## config.mk

```make
export PLATFORM = sky130hd
export DESIGN_NAME = branch_resolve_unit
export DESIGN_NICKNAME = d
export VERILOG_FILES = /design/src/rtl/branch_resolve_unit.sv
export SDC_FILE = /design/constraint.sdc
export NUM_CORES = 1
export LEC_CHECK = 0
export CAP_MARGIN = 20
export CORE_MARGIN = 2
export CORE_UTILIZATION = 45
export CTS_CLUSTER_SIZE = 24
export DETAILED_ROUTE_END_ITERATION = 6
export HOLD_SLACK_MARGIN = 0.06
export PLACE_DENSITY = 0.75
export SLEW_MARGIN = 20
export SYNTH_ARGS = -nofsm -noshare
export SYNTH_HDL_FRONTEND = slang
export SYNTH_SLANG_ARGS = --single-unit
```

## constraint.sdc

```tcl
create_clock -name clk -period 8 [get_ports clk]
set_input_delay 0.8 -clock clk [delete_from_list [all_inputs] [get_ports clk]]
set_output_delay 0.8 -clock clk [all_outputs]
set_load 0.02 [all_outputs]
```

## src/rtl/branch_resolve_unit.sv

```systemverilog
// Branch resolution stage: evaluates RV32I branch conditions, computes next PC and mispredicts,
// and queues results in an output FIFO. Define BRANCH_STATS_EN to add pop-time statistics counters.
module branch_resolve_unit #(
    parameter int XLEN      = 32,
    parameter int OUT_DEPTH = 2,
    parameter int CNT_W     = 32
) (
    input  logic            clk,
    input  logic            rst,
    input  logic            flush,
    input  logic            in_valid,
    output logic            in_ready,
    input  logic [XLEN-1:0] in_rs1,
    input  logic [XLEN-1:0] in_rs2,
    input  logic [2:0]      in_funct3,
    input  logic [XLEN-1:0] in_pc,
    input  logic [XLEN-1:0] in_imm,
    input  logic            in_pred_taken,
    output logic            out_valid,
    input  logic            out_ready,
    output logic            out_taken,
    output logic [XLEN-1:0] out_next_pc,
    output logic            out_mispredict,
    output logic            out_illegal
`ifdef BRANCH_STATS_EN
    ,
    output logic [CNT_W-1:0] stat_branches,
    output logic [CNT_W-1:0] stat_mispredicts
`endif
);

    localparam int PTR_W = (OUT_DEPTH > 1) ? $clog2(OUT_DEPTH) : 1;
    localparam int CW    = $clog2(OUT_DEPTH) + 1;
    localparam logic [PTR_W-1:0] LAST_PTR = PTR_W'(OUT_DEPTH - 1);
    localparam logic [CW-1:0]    DEPTH_C  = CW'(OUT_DEPTH);

    typedef struct packed {
        logic            taken;
        logic [XLEN-1:0] next_pc;
        logic            mispredict;
        logic            illegal;
    } entry_t;

    entry_t           mem_q [OUT_DEPTH];
    logic [PTR_W-1:0] wr_ptr_q, wr_ptr_d;
    logic [PTR_W-1:0] rd_ptr_q, rd_ptr_d;
    logic [CW-1:0]    count_q, count_d;
    entry_t           new_entry;
    entry_t           head;
    logic             push, pop;
    logic             cond;
    logic             bad_f3;

    // Condition evaluation for the incoming branch
    always_comb begin
        cond   = 1'b0;
        bad_f3 = 1'b0;
        case (in_funct3)
            3'b000:  cond = (in_rs1 == in_rs2);
            3'b001:  cond = (in_rs1 != in_rs2);
            3'b100:  cond = ($signed(in_rs1) <  $signed(in_rs2));
            3'b101:  cond = ($signed(in_rs1) >= $signed(in_rs2));
            3'b110:  cond = (in_rs1 <  in_rs2);
            3'b111:  cond = (in_rs1 >= in_rs2);
            default: bad_f3 = 1'b1;
        endcase
        new_entry.taken      = cond;
        new_entry.next_pc    = cond ? (in_pc + in_imm) : (in_pc + XLEN'(4));
        new_entry.mispredict = !bad_f3 && (cond != in_pred_taken);
        new_entry.illegal    = bad_f3;
    end

    assign head           = mem_q[rd_ptr_q];
    assign out_valid      = (count_q != '0);
    assign in_ready       = (count_q != DEPTH_C);
    assign push           = in_valid && in_ready;
    assign pop            = out_valid && out_ready;
    assign out_taken      = head.taken;
    assign out_next_pc    = head.next_pc;
    assign out_mispredict = head.mispredict;
    assign out_illegal    = head.illegal;

    always_comb begin
        wr_ptr_d = wr_ptr_q;
        rd_ptr_d = rd_ptr_q;
        count_d  = count_q;
        if (flush) begin
            wr_ptr_d = '0;
            rd_ptr_d = '0;
            count_d  = '0;
        end else begin
            if (push) wr_ptr_d = (wr_ptr_q == LAST_PTR) ? '0 : wr_ptr_q + PTR_W'(1);
            if (pop)  rd_ptr_d = (rd_ptr_q == LAST_PTR) ? '0 : rd_ptr_q + PTR_W'(1);
            if (push && !pop)      count_d = count_q + CW'(1);
            else if (pop && !push) count_d = count_q - CW'(1);
        end
    end

    always_ff @(posedge clk) begin
        if (rst) begin
            wr_ptr_q <= '0;
            rd_ptr_q <= '0;
            count_q  <= '0;
            for (int i = 0; i < OUT_DEPTH; i++) mem_q[i] <= '0;
        end else begin
            wr_ptr_q <= wr_ptr_d;
            rd_ptr_q <= rd_ptr_d;
            count_q  <= count_d;
            if (push && !flush) mem_q[wr_ptr_q] <= new_entry;
        end
    end

`ifdef BRANCH_STATS_EN
    logic [CNT_W-1:0] br_cnt_q, br_cnt_d;
    logic [CNT_W-1:0] mp_cnt_q, mp_cnt_d;

    // Counters see only real pops, so a flush cycle adds nothing; they saturate at all-ones
    always_comb begin
        br_cnt_d = br_cnt_q;
        mp_cnt_d = mp_cnt_q;
        if (pop && !flush) begin
            if (br_cnt_q != '1) br_cnt_d = br_cnt_q + CNT_W'(1);
            if (head.mispredict && (mp_cnt_q != '1)) mp_cnt_d = mp_cnt_q + CNT_W'(1);
        end
    end

    always_ff @(posedge clk) begin
        if (rst) begin
            br_cnt_q <= '0;
            mp_cnt_q <= '0;
        end else begin
            br_cnt_q <= br_cnt_d;
            mp_cnt_q <= mp_cnt_d;
        end
    end

    assign stat_branches    = br_cnt_q;
    assign stat_mispredicts = mp_cnt_q;
`endif

endmodule
```

# ---- After elaboration in Yosys (flattened, before gate mapping)
# Memory sizes are Yosys's and may differ from the RTL's. A register that Yosys moved wholly into a read port is not among the register bits.
# Index checks and enable logic that the tools add are counted.
dict set report totals {
  reg_bits 4
  mem_bits_rw 70
  in_bits 137
  out_inout_bits 37
  mem_count 1
}
dict set report op_classes {
  addsub 6
  order_cmp 4
  n_eq_ne 9
  muxes 17
  n_reduce_logical 15
}
# name words width rd rd_clocked_by_memory_dff wr line_no
set mem_list {}
lappend mem_list {mem_q 2 35 1 1 2 44} ;# entry_t mem_q [OUT_DEPTH];
# cell n
set ops {}
lappend ops {{32-bit greater-or-equal comparator} 2}
lappend ops {{32-bit less-than comparator} 2}
lappend ops {{35-bit two-way mux} 1}
lappend ops {{35-bit OR reduction} 1}
lappend ops {{32-bit by 3-bit adder with 32-bit output (second input constant)} 1}
lappend ops {{32-bit adder} 1}
lappend ops {{32-bit == test} 1}
lappend ops {{32-bit two-way mux} 1}
lappend ops {{32-bit != test} 1}
lappend ops {{3-bit == test (second input constant)} 4}
lappend ops {{1-bit two-way mux} 12}
lappend ops {{1-bit logical AND} 6}
lappend ops {{1-bit case mux with 6 select lines} 1}
lappend ops {{6-bit OR reduction} 1}
lappend ops {{2-bit two-way mux} 2}
lappend ops {{2-bit nonzero test} 2}
lappend ops {{3-bit by 1-bit == test with 1-bit output (second input constant)} 1}
lappend ops {{1-bit zero test} 3}
lappend ops {{3-bit zero test} 1}
lappend ops {{1-bit adder (second input constant)} 2}
lappend ops {{2-bit by 1-bit adder with 2-bit output (second input constant)} 1}
lappend ops {{2-bit != test (second input constant)} 1}
lappend ops {{2-bit OR reduction} 1}
lappend ops {{2-bit by 1-bit subtractor with 2-bit output (second input constant)} 1}
lappend ops {{1-bit != test} 1}

# ---- Depth between registers and ports, before layout
# Gate-level depths: netlist of the first run.
dict set report logic_depth {
  depth_word 8
  ltp_mapped 12
  mapped_depth_nobuf 12
}

# ---- Worst setup path after synthesis of the first run
# OpenSTA, ideal clock, no wires.
dict set report synth_path {
  kind {in2reg}
  startpoint {input in_pc[0]}
  endpoint {memory mem_q[1][22] (netlist bit) (data pin)}
  setup_time_ps 266
  arrival_ps 2907
  required_ps 7734
  slack_ps 4827
  path_stages 12
  n_path_buf 0
  cell_sequence {ha_1 -> inv_1 -> fa_1 -> nor2b_1 -> o211ai_1 -> a31oi_2 -> a31oi_4 -> o31ai_1 -> a21oi_1 -> xnor2_1 -> mux2i_1 -> nor2_1}
}
# element line_no
set synth_lines {}
lappend synth_lines {{from (decl)} 16} ;# input logic [XLEN-1:0] in_pc,
lappend synth_lines {{to (decl)} 44}

==> flow_summary.toml, run 1 <==
[placed_design]
gp_congestion = 0.878
placed_area_um2 = 8400
hpwl_um = 13600
io_buffers = 173
pre_cts_ws_ps = 3870

[synthesis]
synth_mux_area_frac = 0.0927
synth_edf_count = 70
yosysMostFrequentCell = "nor2_1"
synth_area_per_cell_um2 = 9.24
synth_cell_types = 59
synth-simple-area-share = 0.176
async_flop_share = 0
synth_compound_area_frac = 0.144
yosysSeqAreaShare = 0.338
synth_seq_cells = 75
syn_inst = 705
synth_top_family_by_area = "simple AND/OR/NAND/NOR gates"
syn_area_um2 = 6520
synth_area_leader_cell = "edfxtp_1"
yosysTopAreaCellShare = 0.323
synthAdderAreaFrac = 0.128
synthFlopType = "edfxtp_1"
synthTopCellsByArea = "edfxtp_1 32%, ha_1 12%, mux2_2 6.0%, xnor2_1 5.6%, nor2_1 5.5%"
yosys-top-cells-count = "96 x nor2_1, 70 x edfxtp_1, 65 x ha_1"
syn-num-nets = 908
yosysWarnings = 0
synth_xor_area_frac = 0.0793

[power]
p_sw_uw = 386
peakVddDrop_mv = 0.0918
swShare = 0.308
p_seq_frac = 0.366
p_comb_frac = 0.353
p_leak_nw = 3.50
p_int_uw = 868
pwr-share-clk = 0.281
power_density_nw_per_um2 = 145

[timing]
setup_ws_ps = 4180
finalCritPeriodShare = 0.478
slew_headroom = 0.687
whs_ps = 555
rsz0062_at_grt = "false"
tightest_slew_ps = 470
min_period_ps = 3820
fin_skew_ps = 5.92
slew_viol_final = 0
fmax_mhz = 261
fin_tns_setup_ps = 0
timing_hold_violations_final = 0
setup_viol = 0

[drt]
drt_iter0_drc = 404
num_vias = 5745
drc_errors = 0
dr.max_layer_used = "met4"
drt_first_pass_iters = 5
dr_wl_met2_um = 8290
wl_met3_um = 830
wl_per_cell_um = 16.0
m1WireLength_um = 7460
route.antenna.remaining_nets = 0
finalWirelength_um = 16900
vias_per_cell = 5.43

[setup_path]
critical_path_buf_inv_count = 2
crit_path_end_kind = "flop"
cp.required_ps = 8060
crit_chain = "clkdlybuf4s50_1 -> ha_1 -> inv_1 -> fa_1 -> nor2b_1 -> o211ai_1 -> a31oi_2 -> a31oi_4 -> o21bai_1 -> a21boi_0 -> xnor2_1 -> mux2i_1 -> nor2_1"
critPathLaunch = "in_pc[0]"
worst-path-max-fanout = 4
worstRegToRegCells = 5
r2r_start = "count_q[0]"
critPathMaxStageDelay_ps = 500
slowest_stage = "clkdlybuf4s50_1"
worstPathArrival_ps = 3890
startpoint_type = "primary input"
worst-setup-path-type = "primary input to flop"
cp.depth = 13
cpLargestDelayFamily = "compound AO/OA/AOI/OAI gates"

[cts]
cts_tree = "yes"
cts.sinks = 75
postCtsHoldBufs = 0
clockRootBuffer = "clkbuf_16"
cts_max_path_buffers = 2
cts_buffers = 9
path_clk_slew_ps = 50
cts-htree-levels = 3
insertion_delay_ps = 330
cts_setup_buffers = 0
cts_resized = 0

[floorplan]
dieArea_um2 = 15500
std_cell_rows = 43
core_um2 = 14000
die_x_um = 124
io_pins = 174
initial_core_util = 0.466
die_y_um = 124

[finish]
final_area_um2 = 8660
n_antenna_cell = 0
drive_above_1_share = 0.0763
area_delta_synth_final_pct = 32.9
fillers = 1243
finalNetCount = 1076

[grt]
gr-usage-all-layers = 0.218
grt_max_degree = 36
grt_pass1_wl_um = 27700
first_global_vias = 5720
antenna_found_initial = 0
gr-total-overflow = 0

[worst_hold_path]
hp-class = "flop to flop"
hp-start = "count_q[1]"
holdPathStages = 2

[run_status]
outcome = "finished clean"

[run]
drv_cap = 0
stage by stage:
step	power [mW]	util	std cells
2_1_floorplan	0.737	-	705
6_report	1.25	0.619	1058
4_1_cts	1.26	0.619	1058
5_1_grt	1.32	0.619	1058
3_5_place_dp	0.908	0.601	1042
3_3_place_gp	0.904	0.601	1042
path summary, 6_finish.rpt:
| check | to | slack (ps) |
|---|---|---|
| worst max register to register | mem_q[1][15] | 5940 |
| worst min-delay path | count_q[1] | 550 |
| worst max-delay path | mem_q[1][28] | 4180 |
| worst min register to register | count_q[1] | 550 |
layer usage:
layer	track usage	up-vias
met4	0.0595	0
li1	-	2920
met5	0	-
met3	0.0202	25
met1	0.285	2624
met2	0.384	176
state kept, by name, indices dropped and copies added, names as in the netlist, named ones only:
signal / count
mem_q: 70
count_q: 2
rd_ptr_q: 1
wr_ptr_q: 1
power groups by stage:
stage,combinational (mW),sequential [mW],clock (mW)
floorplan,0.272,0.465,0
global placement,0.437,0.466,0
detailed placement,0.441,0.468,0
CTS,0.443,0.460,0.354
global route,0.487,0.461,0.370
finish,0.443,0.459,0.352
cell usage in the layout, fill, tap and decap left out, drive strengths merged, types with 25 or more instances in the layout:
| cell type | instances |
|---|---|
| clkdlybuf4s50 | 173 |
| nand3 | 26 |
| mux2 | 35 |
| a21oi | 56 |
| inv | 44 |
| edfxtp | 70 |
| o21ai | 25 |
| nor2 | 97 |
| xnor2 | 42 |
| nand2 | 38 |
| ha | 65 |
tightest hold or removal path, stage by stage, from the launching register on:
cell and delay, ps:
dfxtp_1 320, xnor2_1 150, nor3_1 40
logic make-up (layout without fill, tap and decap cells):
logic type / Yosys count / after routing
fa+ha+maj: 66 / 66
compound gates: 145 / 145
flops: 75 / 75
simple gates: 239 / 239
buf+inv: 65 / 238
mux: 56 / 56
xor+xnor: 59 / 59
area by class of cell:
cell class	count	area [um^2]	area share
sequential	75	2200	0.254
inverter	44	165	0.0191
multi-input combinational	565	4040	0.466
tap	180	225	0.0260
clock inverter	7	35.0	0.00404
timing repair buffer	178	1770	0.204
clock buffer	9	225	0.0260
No activity file was read; power rests on OpenSTA's default activity.
==> inputs of run 2 (changes only) <==
- clock period: 8 -> 3.9 ns (I/O delays scaled with it)
==> flow_summary.toml, run 2 (synthesis results as in run 1) <==
[drt]
wl_met3_um = 1010
drc_errors = 0
finalWirelength_um = 16900
dr.max_layer_used = "met4"
drt_iter0_drc = 476
vias_per_cell = 5.42
m1WireLength_um = 7440
wl_per_cell_um = 15.9
route.antenna.remaining_nets = 0
drt_first_pass_iters = 5
dr_wl_met2_um = 8100
num_vias = 5773

[grt]
gr-total-overflow = 0
gr-usage-all-layers = 0.216
grt_pass1_wl_um = 27600
grt_max_degree = 36
first_global_vias = 5646
antenna_found_initial = 0

[worst_hold_path]
min_to = "count_q[1]"
hp-start = "count_q[1]"
holdPathStages = 2
hp-class = "flop to flop"

[cts]
cts.sinks = 75
insertion_delay_ps = 330
postCtsHoldBufs = 0
cts_buffers = 9
cts-htree-levels = 3
cts_tree = "yes"
cts_max_path_buffers = 2
cts_resized = 0
path_clk_slew_ps = 60
clockRootBuffer = "clkbuf_16"
cts_setup_buffers = 0

[run]
drv_cap = 0

[finish]
area_delta_synth_final_pct = 34.4
largest_registers = "mem_q x70, count_q x2"
final_area_um2 = 8760
n_antenna_cell = 0
finalNetCount = 1083
layout_commonest_cell = "clkdlybuf4s50_1"
drive_above_1_share = 0.0859
largest-register = "mem_q"
largest_reg_flops = 70
final_cell_mix = "173 x clkdlybuf4s50_1, 96 x nor2_1, 70 x edfxtp_1"

[setup_path]
critPathMaxStageDelay_ps = 450
worstPathArrival_ps = 3540
worst-path-max-fanout = 13
worst-setup-path-type = "primary input to flop"
r2r_start = "count_q[0]"
startpoint_type = "primary input"
crit_chain = "clkdlybuf4s50_1 -> inv_1 -> ha_1 -> nand4_1 -> nor3_2 -> nand4_1 -> or3_1 -> a21o_1 -> a21o_1 -> nor2_4 -> mux2i_1 -> nor2_1"
slowest_stage = "clkdlybuf4s50_1"
reg2reg_setup_slack_ps = 1940
reg2reg_to = "mem_q[1][18]"
cp.required_ps = 3960
worstRegToRegCells = 5
cpLargestDelayFamily = "simple AND/OR/NAND/NOR gates"
critical_path_buf_inv_count = 2
crit_path_end_kind = "flop"

[power]
p_seq_frac = 0.352
p_int_mw = 1.87
peakVddDrop_mv = 0.197
swShare = 0.303
p_leak_nw = 3.55
p_comb_frac = 0.344
p_sw_uw = 811
power_density_nw_per_um2 = 306
pwr-share-clk = 0.305

[timing]
slew_headroom = 0.691
setup_viol = 0
whs_ps = 554
tightest_slew_ps = 456
slew_viol_final = 0
fmax_mhz = 287
timing_hold_violations_final = 0
setup_ws_ps = 419
min_period_ps = 3480
fin_tns_setup_ps = 0
fin_skew_ps = 4.39
finalCritPeriodShare = 0.893
rsz0062_at_grt = "false"

[placed_design]
placed_area_um2 = 8460
io_buffers = 173
gp_congestion = 0.910
pre_cts_ws_ps = 146
hpwl_um = 13600

[floorplan]
dieArea_um2 = 15500
core_um2 = 14000
io_pins = 174
die_y_um = 124
initial_core_util = 0.466
std_cell_rows = 43
die_x_um = 124

[run_status]
outcome = "finished clean"
-- run 2: changes by cell type in the layout (fill, tap and decap cells not counted), sizes merged --
cell,delta
clkinv,-2
inv,+1
buf,+7
bufinv,+1
-- run 2: stage by stage --
step                      utilization  power [mW]  cells
after detailed placement        0.604        1.87   1049
after global routing            0.626        2.82   1065
final                           0.626        2.68   1065
after global placement          0.604        1.86   1049
after floorplan                     -        1.51    705
after CTS                       0.626        2.68   1065
-- run 2: how the worst max path moves through the flow --
stage	cells past startpoint	slack, ps	startpoint	end
2_1_floorplan	12	1140	in_pc[0]	mem_q[1][22]
3_3_place_gp	12	190	in_rs2[22]	mem_q[1][21]
3_5_place_dp	12	150	in_rs2[22]	mem_q[1][21]
4_1_cts	12	420	in_rs2[22]	mem_q[1][21]
5_1_grt	12	250	in_rs2[22]	mem_q[1][21]
6_report	12	420	in_rs2[22]	mem_q[1][21]
-- run 2: power groups by stage --
stage / registers, mW / clock network (mW) / logic (mW)
6_report: 0.942 / 0.816 / 0.921
5_1_grt: 0.945 / 0.868 / 1.01
4_1_cts: 0.942 / 0.822 / 0.919
3_5_place_dp: 0.958 / 0 / 0.914
3_3_place_gp: 0.956 / 0 / 0.908
2_1_floorplan: 0.954 / 0 / 0.557
-- run 2: layout make-up --
class                      instances  area (um^2)
multi-input combinational        565         4040
fill                            1219         5230
clock buffer                       9          225
clock inverter                     7         77.6
sequential                        75         2200
timing repair buffer             185         1820
inverter                          44          165
tap                              180          225
-- run 2: worst reg2reg max path, stage by stage (launching register included) --
cell and delay [ps]:
dfxtp_1 380, nand2b_1 130, and2_1 240, nand3_1 130, nand2b_1 280, buf_4 450
-- run 2: routing by layer --
metal  global-route usage  vias to the layer above
met5                    0                        -
met4               0.0628                        0
met3               0.0284                       24
met2                0.366                      198
met1                0.288                     2628
li1                     -                     2923
==> inputs of run 3 (changes only) <==
- PLACE_DENSITY: 0.75 -> 0.82
==> flow_summary.toml, run 3 (synthesis results as in run 1) <==
[grt]
grt_max_degree = 37
antenna_found_initial = 0
first_global_vias = 6033
gr-usage-all-layers = 0.228
gr-total-overflow = 0
grt_pass1_wl_um = 29000

[drt]
wl_per_cell_um = 16.9
dr.max_layer_used = "met4"
m1WireLength_um = 7530
route.antenna.remaining_nets = 0
vias_per_cell = 5.70
dr_wl_met2_um = 8690
num_vias = 6061
drc_errors = 0
drt_iter0_drc = 455
finalWirelength_um = 18000
wl_met3_um = 1160
drt_first_pass_iters = 6

[finish]
n_antenna_cell = 0
largest-register = "mem_q"
finalNetCount = 1082
area_delta_synth_final_pct = 34.7
drive_above_1_share = 0.0837
final_cell_mix = "173 x clkdlybuf4s50_1, 96 x nor2_1, 70 x edfxtp_1"
multi_input_area_um2 = 4040
layout_commonest_cell = "clkdlybuf4s50_1"
largest_registers = "mem_q x70, count_q x2"
seq_area_um2 = 2200
fillers = 1158
largest_reg_flops = 70

[power]
peakVddDrop_mv = 0.252
p_seq_frac = 0.344
power_density_nw_per_um2 = 312
swShare = 0.300
pwr-share-clk = 0.315
p_comb_frac = 0.341
p_leak_nw = 3.55
p_int_mw = 1.92
p_sw_uw = 821

[timing]
rsz0062_at_grt = "false"
slew_headroom = 0.676
fin_skew_ps = 4.81
finalCritPeriodShare = 0.891
fin_tns_setup_ps = 0
setup_viol = 0
setup_ws_ps = 424
tightest_slew_ps = 486
whs_ps = 559
slew_viol_final = 0
min_period_ps = 3480
timing_hold_violations_final = 0
fmax_mhz = 288

[setup_path]
cp.required_ps = 3960
cpLargestDelayFamily = "simple AND/OR/NAND/NOR gates"
reg2reg_setup_slack_ps = 1820
worst-path-max-fanout = 13
worstPathArrival_ps = 3540
startpoint_type = "primary input"
crit_chain = "clkdlybuf4s50_1 -> inv_1 -> ha_1 -> nand4_1 -> nor3_2 -> nand4_1 -> or3_1 -> a21o_1 -> a21o_1 -> nor2_4 -> mux2i_1 -> nor2_1"
slowest_stage = "clkdlybuf4s50_1"
reg2reg_to = "mem_q[1][21]"
critPathMaxStageDelay_ps = 450
worst-setup-path-type = "primary input to flop"
critical_path_buf_inv_count = 2
worstRegToRegCells = 6
crit_path_end_kind = "flop"
cp.depth = 12
r2r_start = "count_q[0]"

[floorplan]
io_pins = 174
dieArea_um2 = 15500
die_y_um = 124
std_cell_rows = 43
core_um2 = 14000
initial_core_util = 0.466
die_x_um = 124

[cts]
path_clk_slew_ps = 60
cts_max_path_buffers = 2
clockRootBuffer = "clkbuf_16"
cts_tree = "yes"
insertion_delay_ps = 320
cts-htree-levels = 3
cts.sinks = 75
cts_setup_buffers = 0
postCtsHoldBufs = 0
cts_buffers = 9
cts_resized = 0

[worst_hold_path]
hp-class = "flop to flop"
holdPathStages = 2
hp-start = "rd_ptr_q"

[placed_design]
io_buffers = 173
pre_cts_ws_ps = 70.1
gp_congestion = 0.948
hpwl_um = 14100

[run]
drv_cap = 0

[run_status]
outcome = "finished clean"
[run 3: worst max path at each step]
stage | startpoint | endpoint | slack [ps]
floorplan | in_pc[0] | mem_q[1][22] | 1140
global placement | in_rs2[22] | mem_q[0][21] | 170
detailed placement | in_rs2[22] | mem_q[0][21] | 70
CTS | in_rs2[22] | mem_q[0][21] | 420
global route | in_rs2[22] | mem_q[0][21] | 200
finish | in_rs2[22] | mem_q[0][21] | 420
[run 3: tightest hold or removal path: cells and delay by family (launching register included)]
kind / cells / cell delay, ps
xor gates and xnor gates: 1 / 80
DFF: 1 / 320
and+or+nand+nor: 1 / 110
[run 3: cell type report]
class / instances / area share
inverters: 44 / 0.0188
well taps: 180 / 0.0257
clock inverters: 3 / 0.00271
clock buffers: 13 / 0.0346
multi-input cells: 565 / 0.461
repair buffers: 184 / 0.207
flip-flops and latches: 75 / 0.251
[run 3: power groups by stage]
stage / registers (mW) / clock network (mW) / logic [mW]
4_1_cts: 0.942 / 0.874 / 0.923
5_1_grt: 0.946 / 0.904 / 1.01
6_report: 0.942 / 0.863 / 0.932
2_1_floorplan: 0.954 / 0 / 0.557
3_3_place_gp: 0.955 / 0 / 0.902
3_5_place_dp: 0.958 / 0 / 0.916
[run 3: routing by layer]
| metal | vias up | global-route usage |
|---|---|---|
| met5 | - | 0 |
| met4 | 0 | 0.0932 |
| met3 | 55 | 0.0322 |
| met2 | 296 | 0.391 |
| met1 | 2788 | 0.290 |
| li1 | 2922 | - |
[run 3: per-stage QoR]
step                      utilization  cell area [um^2]  instances  total power, mW
after detailed placement        0.604              8450       1048             1.87
after CTS                       0.627              8780       1064             2.74
after floorplan                     -              6520        705             1.51
after global placement          0.604              8450       1048             1.86
after global routing            0.627              8780       1064             2.86
final                           0.627              8780       1064             2.74
